**src/rtl/ndp_stream_deserializer_pkg.sv**
```systemverilog
// Shared types and defaults for the NDP stream deserializer.
package ndp_pkg;

  // Default system geometry; operand vector sizes derive from these.
  localparam int WIDTH      = 16;
  localparam int ARR_HEIGHT = 1;
  localparam int ARR_WIDTH  = 16;
  localparam int SYS_HEIGHT = 4;
  localparam int SYS_WIDTH  = 4;

  // Deserializer FSM states; encodings are visible on state_debug.
  typedef enum logic [1:0] {
    LOAD_A = 2'd0,
    LOAD_B = 2'd1,
    HOLD   = 2'd2,
    DRAIN  = 2'd3
  } ndp_state_e;

  // Width of a counter that must hold values 0..beats.
  function automatic int beat_cnt_w(input int beats);
    return $clog2(beats + 1);
  endfunction

endpackage

```
**src/rtl/ndp_stream_deserializer_if.sv**
```systemverilog
// Stream-in / operand-out bundle of the deserializer.
//
// Handshakes: a stream beat transfers on a rising edge where s_axis_tvalid
// and s_axis_tready are both high; an operand frame transfers on a rising
// edge where out_valid and out_ready are both high. A raised valid is held,
// with its payload stable, until the matching transfer.
interface ndp_stream_deserializer_if #(
  parameter int AXIS_W  = 32,
  parameter int ELEM_W  = 16,
  parameter int A_ELEMS = 4,
  parameter int B_ELEMS = 64
) ();

  logic [AXIS_W-1:0]         s_axis_tdata;
  logic                      s_axis_tvalid;
  logic                      s_axis_tlast;
  logic                      s_axis_tready;
  logic [A_ELEMS*ELEM_W-1:0] out_a;
  logic [B_ELEMS*ELEM_W-1:0] out_b;
  logic                      out_valid;
  logic                      out_ready;

  // Environment side: drives the stream, consumes operand frames.
  modport master (
    output s_axis_tdata, s_axis_tvalid, s_axis_tlast, out_ready,
    input  s_axis_tready, out_a, out_b, out_valid
  );

  // Deserializer side.
  modport slave (
    input  s_axis_tdata, s_axis_tvalid, s_axis_tlast, out_ready,
    output s_axis_tready, out_a, out_b, out_valid
  );

endinterface

```
**src/rtl/ndp_stream_deserializer_vec_packer.sv**
```systemverilog
// Indexed-write register bank: beat idx lands in slice [idx*AXIS_W +: AXIS_W].
module ndp_vec_packer #(
  parameter int BEATS  = 2,
  parameter int AXIS_W = 32,
  parameter int CNT_W  = 2
) (
  input  logic                    clk,
  input  logic                    rst_n,
  input  logic                    wr_en,
  input  logic [CNT_W-1:0]        idx,
  input  logic [AXIS_W-1:0]       data,
  output logic [BEATS*AXIS_W-1:0] vec
);

  // Write the addressed slice only; other slices keep their contents.
  always_ff @(posedge clk or negedge rst_n) begin
    if (!rst_n) begin
      vec <= '0;
    end else begin
      for (int i = 0; i < BEATS; i++) begin
        if (wr_en && (idx == CNT_W'(i))) begin
          vec[i*AXIS_W +: AXIS_W] <= data;
        end
      end
    end
  end

endmodule

```
**src/rtl/ndp_stream_deserializer.sv**
```systemverilog
// AXI4-Stream to A/B operand deserializer with tlast framing checks.
module ndp_stream_deserializer
  import ndp_pkg::*;
#(
  parameter int AXIS_W    = 32,
  parameter int ELEM_W    = WIDTH,
  parameter int A_ELEMS   = SYS_HEIGHT * ARR_HEIGHT,
  parameter int B_ELEMS   = SYS_WIDTH * ARR_WIDTH,
  parameter int ERR_CNT_W = 16,
  localparam int A_BEATS  = A_ELEMS * ELEM_W / AXIS_W,
  localparam int B_BEATS  = B_ELEMS * ELEM_W / AXIS_W,
  localparam int CNT_W    = beat_cnt_w(B_BEATS)
) (
  input  logic                           axi_aclk,
  input  logic                           axi_aresetn,
  ndp_stream_deserializer_if.slave       bus,
  output logic [31:0]                    frame_cnt,
  output logic [ERR_CNT_W-1:0]           err_cnt,
  output logic                           err_pulse,
  output logic [1:0]                     state_debug,
  output logic [CNT_W-1:0]               beat_cnt_debug
);

  ndp_state_e                state, state_next;
  logic [CNT_W-1:0]          beat_cnt, beat_cnt_next;
  logic                      err_next;
  logic                      frame_done;
  logic                      accept;
  logic                      a_wr, b_wr;
  logic                      out_valid_q;
  logic [A_ELEMS*ELEM_W-1:0] vec_a;
  logic [B_ELEMS*ELEM_W-1:0] vec_b;

  assign bus.s_axis_tready = (state != HOLD);
  assign accept            = bus.s_axis_tvalid & bus.s_axis_tready;
  assign a_wr              = accept & (state == LOAD_A);
  assign b_wr              = accept & (state == LOAD_B);
  assign bus.out_valid     = out_valid_q;
  assign bus.out_a         = vec_a;
  assign bus.out_b         = vec_b;
  assign state_debug       = state;
  assign beat_cnt_debug    = beat_cnt;

  ndp_vec_packer #(
    .BEATS (A_BEATS),
    .AXIS_W(AXIS_W),
    .CNT_W (CNT_W)
  ) u_pack_a (
    .clk  (axi_aclk),
    .rst_n(axi_aresetn),
    .wr_en(a_wr),
    .idx  (beat_cnt),
    .data (bus.s_axis_tdata),
    .vec  (vec_a)
  );

  ndp_vec_packer #(
    .BEATS (B_BEATS),
    .AXIS_W(AXIS_W),
    .CNT_W (CNT_W)
  ) u_pack_b (
    .clk  (axi_aclk),
    .rst_n(axi_aresetn),
    .wr_en(b_wr),
    .idx  (beat_cnt),
    .data (bus.s_axis_tdata),
    .vec  (vec_b)
  );

  // Next state, beat count, framing errors and frame completion.
  always_comb begin
    state_next    = state;
    beat_cnt_next = beat_cnt;
    err_next      = 1'b0;
    frame_done    = 1'b0;
    case (state)
      LOAD_A: begin
        if (accept) begin
          if (bus.s_axis_tlast) begin
            // tlast can only legally sit on the final B beat.
            err_next      = 1'b1;
            beat_cnt_next = '0;
          end else if (beat_cnt == CNT_W'(A_BEATS - 1)) begin
            state_next    = LOAD_B;
            beat_cnt_next = '0;
          end else begin
            beat_cnt_next = beat_cnt + CNT_W'(1);
          end
        end
      end
      LOAD_B: begin
        if (accept) begin
          if (beat_cnt == CNT_W'(B_BEATS - 1)) begin
            beat_cnt_next = '0;
            if (bus.s_axis_tlast) begin
              state_next = HOLD;
            end else begin
              // Frame overran: discard and skip to the real tlast.
              err_next   = 1'b1;
              state_next = DRAIN;
            end
          end else if (bus.s_axis_tlast) begin
            err_next      = 1'b1;
            state_next    = LOAD_A;
            beat_cnt_next = '0;
          end else begin
            beat_cnt_next = beat_cnt + CNT_W'(1);
          end
        end
      end
      HOLD: begin
        if (bus.out_ready) begin
          state_next = LOAD_A;
          frame_done = 1'b1;
        end
      end
      DRAIN: begin
        if (accept && bus.s_axis_tlast) begin
          state_next = LOAD_A;
        end
      end
      default: begin
        state_next    = LOAD_A;
        beat_cnt_next = '0;
      end
    endcase
  end

  // State, counters and registered status outputs.
  always_ff @(posedge axi_aclk or negedge axi_aresetn) begin
    if (!axi_aresetn) begin
      state       <= LOAD_A;
      beat_cnt    <= '0;
      out_valid_q <= 1'b0;
      err_pulse   <= 1'b0;
      frame_cnt   <= '0;
      err_cnt     <= '0;
    end else begin
      state       <= state_next;
      beat_cnt    <= beat_cnt_next;
      out_valid_q <= (state_next == HOLD);
      err_pulse   <= err_next;
      if (frame_done) begin
        frame_cnt <= frame_cnt + 32'd1;
      end
      if (err_next && (err_cnt != {ERR_CNT_W{1'b1}})) begin
        err_cnt <= err_cnt + ERR_CNT_W'(1);
      end
    end
  end

endmodule

```
**src/flat_wrapper.sv**
```systemverilog
// flat-port wrapper written by rule: the top's interface ports become plain ports
module ndp_stream_deserializer_flat import ndp_pkg::*;
#(
  parameter int AXIS_W    = 32,
  parameter int ELEM_W    = WIDTH,
  parameter int A_ELEMS   = SYS_HEIGHT * ARR_HEIGHT,
  parameter int B_ELEMS   = SYS_WIDTH * ARR_WIDTH,
  parameter int ERR_CNT_W = 16,
  localparam int A_BEATS  = A_ELEMS * ELEM_W / AXIS_W,
  localparam int B_BEATS  = B_ELEMS * ELEM_W / AXIS_W,
  localparam int CNT_W    = beat_cnt_w(B_BEATS)
)
  (axi_aclk, axi_aresetn, frame_cnt, err_cnt, err_pulse, state_debug, beat_cnt_debug, bus_s_axis_tdata, bus_s_axis_tvalid, bus_s_axis_tlast, bus_out_ready, bus_s_axis_tready, bus_out_a, bus_out_b, bus_out_valid);
  ndp_stream_deserializer_if #(.AXIS_W(AXIS_W), .ELEM_W(ELEM_W), .A_ELEMS(A_ELEMS), .B_ELEMS(B_ELEMS)) bus_i ();
  input  logic axi_aclk;
  input  logic axi_aresetn;
  output logic [31:0] frame_cnt;
  output logic [ERR_CNT_W-1:0] err_cnt;
  output logic err_pulse;
  output logic [1:0] state_debug;
  output logic [CNT_W-1:0] beat_cnt_debug;
  input wire logic [$bits(bus_i.s_axis_tdata)-1:0] bus_s_axis_tdata;
  input wire logic [$bits(bus_i.s_axis_tvalid)-1:0] bus_s_axis_tvalid;
  input wire logic [$bits(bus_i.s_axis_tlast)-1:0] bus_s_axis_tlast;
  input wire logic [$bits(bus_i.out_ready)-1:0] bus_out_ready;
  output wire logic [$bits(bus_i.s_axis_tready)-1:0] bus_s_axis_tready;
  output wire logic [$bits(bus_i.out_a)-1:0] bus_out_a;
  output wire logic [$bits(bus_i.out_b)-1:0] bus_out_b;
  output wire logic [$bits(bus_i.out_valid)-1:0] bus_out_valid;
  assign bus_i.s_axis_tdata = bus_s_axis_tdata;
  assign bus_i.s_axis_tvalid = bus_s_axis_tvalid;
  assign bus_i.s_axis_tlast = bus_s_axis_tlast;
  assign bus_i.out_ready = bus_out_ready;
  assign bus_s_axis_tready = bus_i.s_axis_tready;
  assign bus_out_a = bus_i.out_a;
  assign bus_out_b = bus_i.out_b;
  assign bus_out_valid = bus_i.out_valid;
  ndp_stream_deserializer #(.AXIS_W(AXIS_W), .ELEM_W(ELEM_W), .A_ELEMS(A_ELEMS), .B_ELEMS(B_ELEMS), .ERR_CNT_W(ERR_CNT_W)) u_core (.axi_aclk(axi_aclk), .axi_aresetn(axi_aresetn), .bus(bus_i), .frame_cnt(frame_cnt), .err_cnt(err_cnt), .err_pulse(err_pulse), .state_debug(state_debug), .beat_cnt_debug(beat_cnt_debug));
endmodule
```
**config.mk**
```make
export PLATFORM = sky130hd
export DESIGN_NAME = ndp_stream_deserializer_flat
export DESIGN_NICKNAME = d
export VERILOG_FILES = /design/src/rtl/ndp_stream_deserializer_pkg.sv /design/src/rtl/ndp_stream_deserializer_if.sv /design/src/rtl/ndp_stream_deserializer_vec_packer.sv /design/src/rtl/ndp_stream_deserializer.sv /design/src/flat_wrapper.sv
export SDC_FILE = /design/constraint.sdc
export NUM_CORES = 1
export LEC_CHECK = 0
export CORE_AREA = 2 2 457 459
export DETAILED_ROUTE_END_ITERATION = 16
export DIE_AREA = 0 0 459 461
export GPL_ROUTABILITY_DRIVEN = 1
export PLACE_DENSITY = 0.4
export SETUP_SLACK_MARGIN = 0.15
export SYNTH_ARGS = -nofsm -noshare
export SYNTH_HDL_FRONTEND = slang
export SYNTH_SLANG_ARGS = --single-unit
```
**constraint.sdc**
```tcl
create_clock -name axi_aclk -period 2.1 [get_ports axi_aclk]
set_input_delay 0.315 -clock axi_aclk [delete_from_list [all_inputs] [get_ports axi_aclk]]
set_output_delay 0.315 -clock axi_aclk [all_outputs]
set_load 0.05 [all_outputs]
```
---- Word level (Yosys, flattened, before mapping) ----
Cells that the tools add are included.
storage, ports and cells
  ROM bits ................................ 0
  bits in latches ......................... 0
  memories ................................ 0
  logic and storage cells ................. 150
  output and inout port bits .............. 1147
  register bits after elaboration ......... 1146
  input bits .............................. 37
  bits in writable memories ............... 0
cells by class
  reduce and logical (&&, ||, !) cells .... 40
  multiply operators ...................... 0
  bitwise operators ....................... 3
  magnitude comparators ................... 0
  muxes and demuxes ....................... 25
  equality and inequality tests ........... 39
  add/subtract/negate cells ............... 3
  shifts and indexed selects .............. 0
  divide/modulo/power cells ............... 0
operators with widths
  cell                   count
  $eq 6x5->1 const B     16
  $eq 6x4->1 const B     8
  $logic_and 1x1->1      36
  $mux 6                 6
  $add 32x1->32 const B  1
  $eq 6x3->1 const B     4
  $add 16x1->16 const B  1
  $mux 2                 8
  $ne 16x16->1 const B   1
  $eq 6x2->1 const B     2
  $pmux 6 s2             1
  $mux 1                 8
  $pmux 2 s4             1
  $add 6x1->6 const B    1
  $eq 2x2->1 const B     3
  $eq 6x1->1 const B     1
  $logic_not 6->1        1
  $ne 2x1->1 const B     2
  $and 1x1->1            3
  $reduce_and 3->1       1
  $eq 2x1->1 const B     1
  $logic_not 2->1        1
  $ne 2x2->1 const B     1
  $pmux 1 s2             1
  $reduce_bool 2->1      1

---- Longest topological paths before layout ----
Gate-level depths: netlist of run 1.
  depth in word-level cells ............... 6
  depth in mapped cells ................... 8
  gate-level depth less buffers ........... 7

---- Hierarchy ----
From an unflattened synthesis of run 1, not the netlist that was laid out.
unflattened totals
  cell total of the unflattened synthesis .. 2689
  area, all modules ....................... 44051.0 um^2
modules (own cells, without submodules)
  module                            instances  seq. area each (um^2)  cells an instance  area each (um^2)
  ndp_vec_packer (u_core.u_pack_b)  1          25624.6                2288               38705.9
  ndp_stream_deserializer           1          1451.4                 263                2820.2
  ndp_vec_packer (u_core.u_pack_a)  1          1601.5                 138                2524.9

---- Worst setup path after synthesis of run 1 ----
Ideal clock, no wire load.
  path kind ............................... flip-flop to flip-flop
  start ................................... register u_core.beat_cnt[0] (netlist: u_core.beat_cnt_debug[0])
  end ..................................... register u_core.err_cnt[10]
  setup time .............................. 0.142 ns
  path slack .............................. -0.551 ns
  clock period less this slack ............ 2.651 ns
  buffers on the path ..................... 2
  data required time ...................... 1.958 ns
  arrival time ............................ 2.509 ns
  stages on the path, launching flop included .. 9
  cell sequence ........................... dfrtp_1 ha_1 buf_2 nand3_1 nor3_1 mux2i_1 buf_4 nand4_1 xnor2_1
on the way
  word-level cells in the longest chain between the ends .. 5
RTL lines
  item                      RTL line                        RTL
  start: declaration        ndp_stream_deserializer.sv:25   logic [CNT_W-1:0] beat_cnt, beat_cnt_next;
  start signal: assignment  ndp_stream_deserializer.sv:140  beat_cnt <= beat_cnt_next;
  $eq 6x5->1                ndp_stream_deserializer.sv:93   if (beat_cnt == CNT_W'(B_BEATS - 1)) begin
  $mux 1                    ndp_stream_deserializer.sv:93
  $mux 1                    ndp_stream_deserializer.sv:92   if (accept) begin
  $pmux 1 s2                ndp_stream_deserializer.sv:76   case (state)
  via u_core.err_next       ndp_stream_deserializer.sv:26   logic err_next;
  $logic_and 1x1->1         ndp_stream_deserializer.sv:146  if (err_next && (err_cnt != {ERR_CNT_W{1'b1}})) begin
  end signal: assignment    ndp_stream_deserializer.sv:147  err_cnt <= err_cnt + ERR_CNT_W'(1);
  end: declaration          ndp_stream_deserializer.sv:18   output logic [ERR_CNT_W-1:0] err_cnt,
The timed path passes the listed nets, and every way through them passes these cells.
A chain may end at the register's enable or synchronous reset.

---- Worst setup path after layout of run 1 ----
  start ................................... register u_core.beat_cnt[4] (netlist: u_core.beat_cnt_debug[4])
  end ..................................... register u_core.u_pack_b.vec[446]
on the way
  word-level cells in the longest chain between the ends .. 2
RTL lines
  item                            RTL line                                  RTL
  $eq 6x4->1                      ndp_stream_deserializer_vec_packer.sv:21  if (wr_en && (idx == CNT_W'(i))) begin
  $logic_and 1x1->1               ndp_stream_deserializer_vec_packer.sv:21
  end signal: indexed assignment  ndp_stream_deserializer_vec_packer.sv:22  vec[i*AXIS_W +: AXIS_W] <= data;
  end: declaration                ndp_stream_deserializer_vec_packer.sv:12  output logic [BEATS*AXIS_W-1:0] vec
No other way between the ends.

==> results of run 1 <==
## power by group
group	switching [mW]	leakage, nW	internal [mW]
Clock	10.3	2.33	14.9
Combinational	11.3	16.6	4.52
Sequential	1.11	15.7	24.1
## cells in the mapped netlist, types with 4 or more instances
master       n  area, um^2
ha_1         6        75.1
buf_2       40         200
mux2_2    1025       11500
nand2_1     36         135
buf_4       10        75.1
nand3_1     23         115
buf_1       28         105
nor2_1      16        60.1
buf_6       10         113
clkbuf_1   124         465
dfrtp_1   1146       28700
nor3_1      12        60.1
mux2_1      67         754
nand4_1     20         125
inv_1        8        30.0
nand3_4      9         158
o21ai_0      9        45.0
xor2_1      12         105
nand2b_1     4        25.0
xnor2_1     31         272
and4_1       4        35.0
and3_1      15        93.8
and2_1       4        25.0
## flip-flops by register name, summed over array words and instances, names as in the netlist
signal / cells
u_core.err_cnt: 16
u_core.state_debug: 2
u_core.frame_cnt: 32
u_core.u_pack_a.vec: 64
u_core.beat_cnt_debug: 6
u_core.u_pack_b.vec: 1024
u_core.err_pulse: 1
u_core.bus.out_valid: 1
## repair_timing
item,CTS,global route
hold endpoints to repair,905,0
setup endpoints to repair,1998,1734
pin swaps,3,5
setup buffers,6,13
hold buffers,2,0
gates resized for setup,1787,75
cloned,1,26
## kinds of logic after synthesis
| group | after synthesis | synth area share (%) |
|---|---|---|
| flip-flops | 1146 | 65.9 |
| multiplexers | 1093 | 28.3 |
| buffers and inverters | 220 | 2.27 |
| AND/OR/NAND/NOR | 161 | 2.25 |
| XOR/XNOR | 43 | 0.865 |
| AO/OA/AOI/OAI | 19 | 0.265 |
| adder cells (fa/ha/maj) | 6 | 0.173 |
## final cells by class
class | instances | area share (%)
multi-input cells | 1322 | 22.2
flip-flops and latches | 1146 | 43.5
clock buffers | 219 | 6.50
clock inverters | 38 | 0.701
inverters | 8 | 0.0512
diodes | 28 | 0.106
repair buffers | 1446 | 21.8
well taps | 2704 | 5.13
## layer usage
layer | part of all wire [%] | GRT usage (%)
met5 | 0 | 0
met1 | 42 | 23.2
met2 | 48 | 30.7
met4 | 2.5 | 5.03
met3 | 8.0 | 6.82
## worst max-delay path, stage by stage, from the launching register on
cell     delay [ns]
dfrtp_2        0.41
or3b_4         0.42
nor3_4         0.22
buf_12         0.17
nand4_1        0.14
buf_4          0.21
buf_6          0.18
mux2_2         0.29
## through the flow
step / TNS [ns] / area [um^2] / hold WS (ns) / util, %
final: -7.56 / 66000 / 0.0737 / 32.0
after global routing: -48.77 / 66000 / 0.0438 / 32.0
after detailed placement: -360.62 / 60600 / 0.279 / 29.4
after floorplan: -84.00 / 44400 / 0.0194 / -
after CTS: -5.64 / 65000 / 0.0300 / 31.5
after global placement: -370.69 / 60600 / 0.277 / 29.4
## cell usage in the layout, fill, tap and decap left out, drive strengths merged, types with 2 or more instances in the layout
cell type / instances
clkinvlp: 4
and2: 4
buf: 561
nor2b: 2
clkdlybuf4s15: 278
o31ai: 2
dlygate4sd3: 2
ha: 6
clkdlybuf4s50: 6
or3b: 3
nand3b: 2
nor2: 18
xnor2: 31
dlygate4sd2: 556
diode: 28
mux2: 1092
clkinv: 24
nor4: 2
dfrtp: 1146
nand3: 32
nand4: 20
clkdlybuf4s18: 24
and3: 15
xor2: 12
nand2: 37
inv: 12
a31oi: 2
a21oi: 2
clkbuf: 238
o21ai: 9
nand2b: 4
nor3: 13
and4: 4
bufinv: 6
## worst max path at each step
stage,endpoint,depth (start not counted),start
finish,u_core.u_pack_b.vec[446],7,u_core.beat_cnt_debug[4]
global route,u_core.u_pack_b.vec[443],7,u_core.beat_cnt_debug[4]
CTS,u_core.u_pack_b.vec[992],6,u_core.state_debug[1]
detailed placement,u_core.u_pack_b.vec[795],8,bus_s_axis_tvalid
global placement,u_core.u_pack_b.vec[784],8,bus_s_axis_tvalid
floorplan,u_core.u_pack_b.vec[641],6,u_core.beat_cnt_debug[2]
==> results.json, run 1 <==
{
  "die_x_um": 459,
  "placed_cells": 6578,
  "p_per_area_mw_per_mm2": 1000,
  "cts_root_buffer": "clkbuf_16",
  "max-clock-path-buffers": 3,
  "gr-total-overflow": 0,
  "skew_ns": 0.0378,
  "start_kind": "register",
  "drive_gt1_share_pct": 53.2,
  "syn_inst": 2688,
  "crit_fanout": 12,
  "start_util_pct": 21.1,
  "synth_seq_cells": 1146,
  "finish.net_count": 4110,
  "total_power_mw": 66.1,
  "fillers": 20800,
  "drtAntennaViolNets": 0,
  "r2r_end": "u_core.u_pack_b.vec[446]",
  "total_leakage_power_nw": 34.6,
  "cts.clk_slew.worst_paths_ns": 0.06,
  "syn_area_mm2": 0.0435,
  "fin_crit_ns": 2.19,
  "drtIter0Drc": 1417,
  "hpwl_um": 142000,
  "rsz0062_at_grt": "yes",
  "ff2ff_path_depth": 7,
  "numPortBuffers": 1183,
  "place_ws_ns": -0.636,
  "maxCapViolCount": 0,
  "slew_violations": 0,
  "synth_fp_nets": 2731,
  "gp_routability_congestion": 0.768,
  "ys.flop_type": "dfrtp_1",
  "vias_per_cell": 4.19,
  "ios": 1184,
  "yosysSeqAreaShare_pct": 65.9,
  "required_ns": 2.76,
  "cts_sinks": 1146,
  "grt_usage_pct": 18.8,
  "rows": 167,
  "layout.area.seq_mm2": 0.0287,
  "yosysWarnings": 0,
  "clkLatencyLatePin_ns": 0.80,
  "grt_pass1_wl_um": 275000,
  "drc": 0,
  "drtPass1Iterations": 5,
  "rrSetupSlack_ns": -0.09,
  "finalNonFillerCells": 6911,
  "end_kind": "register",
  "drt-total-wl_um": 209000,
  "wire_per_inst_um": 30.2,
  "vdd_drop_max_mv": 0.926,
  "core_area_mm2": 0.206,
  "fmax_mhz": 457,
  "finalHoldViolCount": 0,
  "period_share_pct": 104,
  "setup_viol_count_final": 251,
  "die_y_um": 461,
  "antenna_found_initial": 19,
  "multi_input_area_mm2": 0.0147,
  "vias": 29000,
  "cts_max_level": 4,
  "worstHoldPathType": "in -> async",
  "syn2layout_area_growth_pct": 51.7,
  "grt_pass1_vias": 30500,
  "r2r-start": "u_core.beat_cnt_debug[4]",
  "slew_headroom_pct": 33.6,
  "dieArea_mm2": 0.212,
  "grt_max_degree": 84,
  "crit_type": "reg -> reg",
  "status": "finished with violations",
  "violations": "negative setup slack",
  "avgSynthCellArea_um2": 16.2,
  "cts-buffers-inserted": 143,
  "worstMarginPinSlew_ns": 0.996,
  "synth-async-reset-ratio_pct": 100,
  "arrival_ns": 2.85,
  "synth_edf_count": 0,
  "cts_tree": "built",
  "synth_cell_type_count": 44,
  "timing.final.ws_setup_ns": -0.0903
}
(Power assumes the default switching activity.)
==> run 2, diff against run 1 <==
DONT_BUFFER_PORTS = 1   (was default)
PLACE_DENSITY = 0.32   (was 0.4)
==> run 2 against run 1 <==
Compared with the run above: the flow still finishes with violations (negative setup slack); flip-flop and latch count is the same; cell count is 16% lower; clock power is 2% lower; combinational power is 68% lower; cell area fell by 13%; global-route usage is 1.3 points lower; die area unchanged; setup slack got worse by 0.051 ns; largest cell class unchanged; highest routed layer is now met5.
==> results.json, run 2 (synthesis results as in run 1) <==
{
  "cts.clk_slew.worst_paths_ns": 0.06,
  "die_y_um": 461,
  "numPortBuffers": 0,
  "cts_root_buffer": "clkbuf_16",
  "slew_headroom_pct": 51.1,
  "cts_tree": "built",
  "ios": 1184,
  "intPower_mw": 41.2,
  "netSwitchingFraction_pct": 34.6,
  "required_ns": 2.76,
  "crit_type": "reg -> reg",
  "rsz0062_at_grt": "yes",
  "path_depth": 8,
  "switchingPower_mw": 21.8,
  "p_clk_share_pct": 39.0,
  "dieArea_mm2": 0.212,
  "cpPeakStageDelay_ns": 0.43,
  "crit_chain": "or3b_4, nor3_4, buf_12, buf_12, nand4_1, buf_6, clkbuf_16, mux2_2",
  "slew_violations": 0,
  "fin_crit_ns": 2.24,
  "drtIter0Drc": 1233,
  "comb_power_share_pct": 8.1,
  "status": "finished with violations",
  "p_per_area_mw_per_mm2": 1100,
  "crit_fanout": 8,
  "grt_usage_pct": 17.5,
  "grt_pass1_wl_um": 253000,
  "finalNonFillerCells": 5820,
  "vias_per_cell": 4.29,
  "holdWs_ns": 0.0984,
  "drtAntennaViolNets": 0,
  "drt-total-wl_um": 202000,
  "rrSetupSlack_ns": -0.14,
  "antenna_found_initial": 17,
  "drtPass1Iterations": 4,
  "fmax_mhz": 446,
  "largest_register": "u_core.u_pack_b.vec",
  "clkLatencyLatePin_ns": 0.79,
  "layout.cells.most_common": "dfrtp_1",
  "cts_max_level": 4,
  "start_kind": "register",
  "placed_cells": 5396,
  "period_share_pct": 107,
  "timing.final.ws_setup_ns": -0.142,
  "syn2layout_area_growth_pct": 31.9,
  "finish.net_count": 3038,
  "fillers": 20700,
  "path_buf_inv": 4,
  "gr-total-overflow": 0,
  "max-clock-path-buffers": 3,
  "cpMaxStageDelayCell": "or3b_4",
  "gp_routability_congestion": 0.774,
  "drive_gt1_share_pct": 54.7,
  "final_cell_mix": "dfrtp_1, mux2_2, clkbuf_16",
  "drc": 0,
  "cp_common_cell": "buf_12",
  "worstMarginPinSlew_ns": 0.733,
  "grt_pass1_vias": 26700,
  "start_util_pct": 21.1,
  "vdd_drop_max_mv": 0.812,
  "largest_reg_flops": 1024,
  "cts_sinks": 1146,
  "arrival_ns": 2.90,
  "hpwl_um": 131000,
  "wire_per_inst_um": 34.7,
  "skew_ns": 0.0322,
  "grt_max_degree": 88,
  "setup_viol_count_final": 563,
  "violations": "negative setup slack",
  "p_seq_share_pct": 52.9,
  "worstHoldPathType": "in -> async",
  "finalHoldViolCount": 0,
  "cts-buffers-inserted": 142,
  "die_x_um": 459,
  "end_kind": "register",
  "largestRegisters": "u_core.u_pack_b.vec (1024), u_core.u_pack_a.vec (64), u_core.frame_cnt (32)",
  "rows": 167,
  "core_area_mm2": 0.206,
  "total_leakage_power_nw": 28.3,
  "critical-path-top-delay-family": "simple AND/OR/NAND/NOR gates",
  "ff2ff_path_depth": 8,
  "maxCapViolCount": 0,
  "vias": 25000
}
run 2: worst paths after layout:
kind | start | end
worst max-delay path | u_core.beat_cnt_debug[5] | u_core.u_pack_b.vec[417]
worst min-delay path | axi_aresetn | u_core.u_pack_a.vec[15]
worst max register to register | u_core.beat_cnt_debug[5] | u_core.u_pack_b.vec[417]
worst min register to register | u_core.frame_cnt[12] | u_core.frame_cnt[12]
max in group asynchronous | axi_aresetn | u_core.u_pack_b.vec[959]
min in group axi_aclk | bus_s_axis_tvalid | u_core.bus.out_valid
run 2: power groups by stage:
stage	Clock (mW)	Sequential (mW)	Combinational (mW)
3_3_place_gp	0	33.8	3.96
2_1_floorplan	0	32.6	2.59
5_1_grt	26.3	33.6	5.52
3_5_place_dp	0	33.8	4.10
4_1_cts	25.4	33.4	5.02
6_report	24.6	33.3	5.10
run 2: what timing repair did:
action / in CTS / in global routing
buffers inserted: 24 / 19
hold buffers: 69 / 0
pin swaps: 11 / 15
endpoints found under the setup margin: 1119 / 1131
hold endpoints to repair: 1808 / 0
resized for setup: 68 / 87
cloned: 9 / 38
run 2: cell type report:
cell class | count | area (um^2) | area share, %
multi-input combinational | 1322 | 14800 | 25.8
antenna | 14 | 35.0 | 0.0610
inverter | 8 | 33.8 | 0.0589
tap | 2704 | 3380 | 5.89
timing repair buffer | 375 | 5810 | 10.1
clock inverter | 39 | 480 | 0.837
sequential | 1146 | 28700 | 50.0
clock buffer | 212 | 4150 | 7.23
run 2: metrics by stage:
| step | total power, mW | setup TNS [ns] | utilization (%) | instance area, um^2 | setup slack [ns] |
|---|---|---|---|---|---|
| after CTS | 63.8 | -4.49 | 27.1 | 55900 | -0.0639 |
| after detailed placement | 37.9 | -20.33 | 23.9 | 49300 | -0.347 |
| after floorplan | 35.2 | -84.00 | - | 44400 | -0.143 |
| final | 63.0 | -27.03 | 27.8 | 57400 | -0.142 |
| after global routing | 65.4 | -81.33 | 27.8 | 57400 | -0.185 |
| after global placement | 37.8 | -23.80 | 23.9 | 49300 | -0.336 |
run 2: worst reg2reg max path: cells and delay by family (launching register included):
kind,cells,cell delay (ns)
and+or+nand+nor,3,0.73
DFF,1,0.42
buffers and inverters,4,0.65
muxes,1,0.34
run 2: metal layers:
| layer | vias up | track usage, % | share of wire (%) | routed length, um |
|---|---|---|---|---|
| met5 | - | 0 | 0.0035 | 7 |
| met4 | 2 | 6.26 | 3.1 | 6320 |
| met3 | 234 | 8.97 | 11 | 23200 |
| met2 | 1085 | 28.8 | 47 | 95800 |
| met1 | 13600 | 19.2 | 38 | 76800 |
| li1 | 10100 | - | - | - |
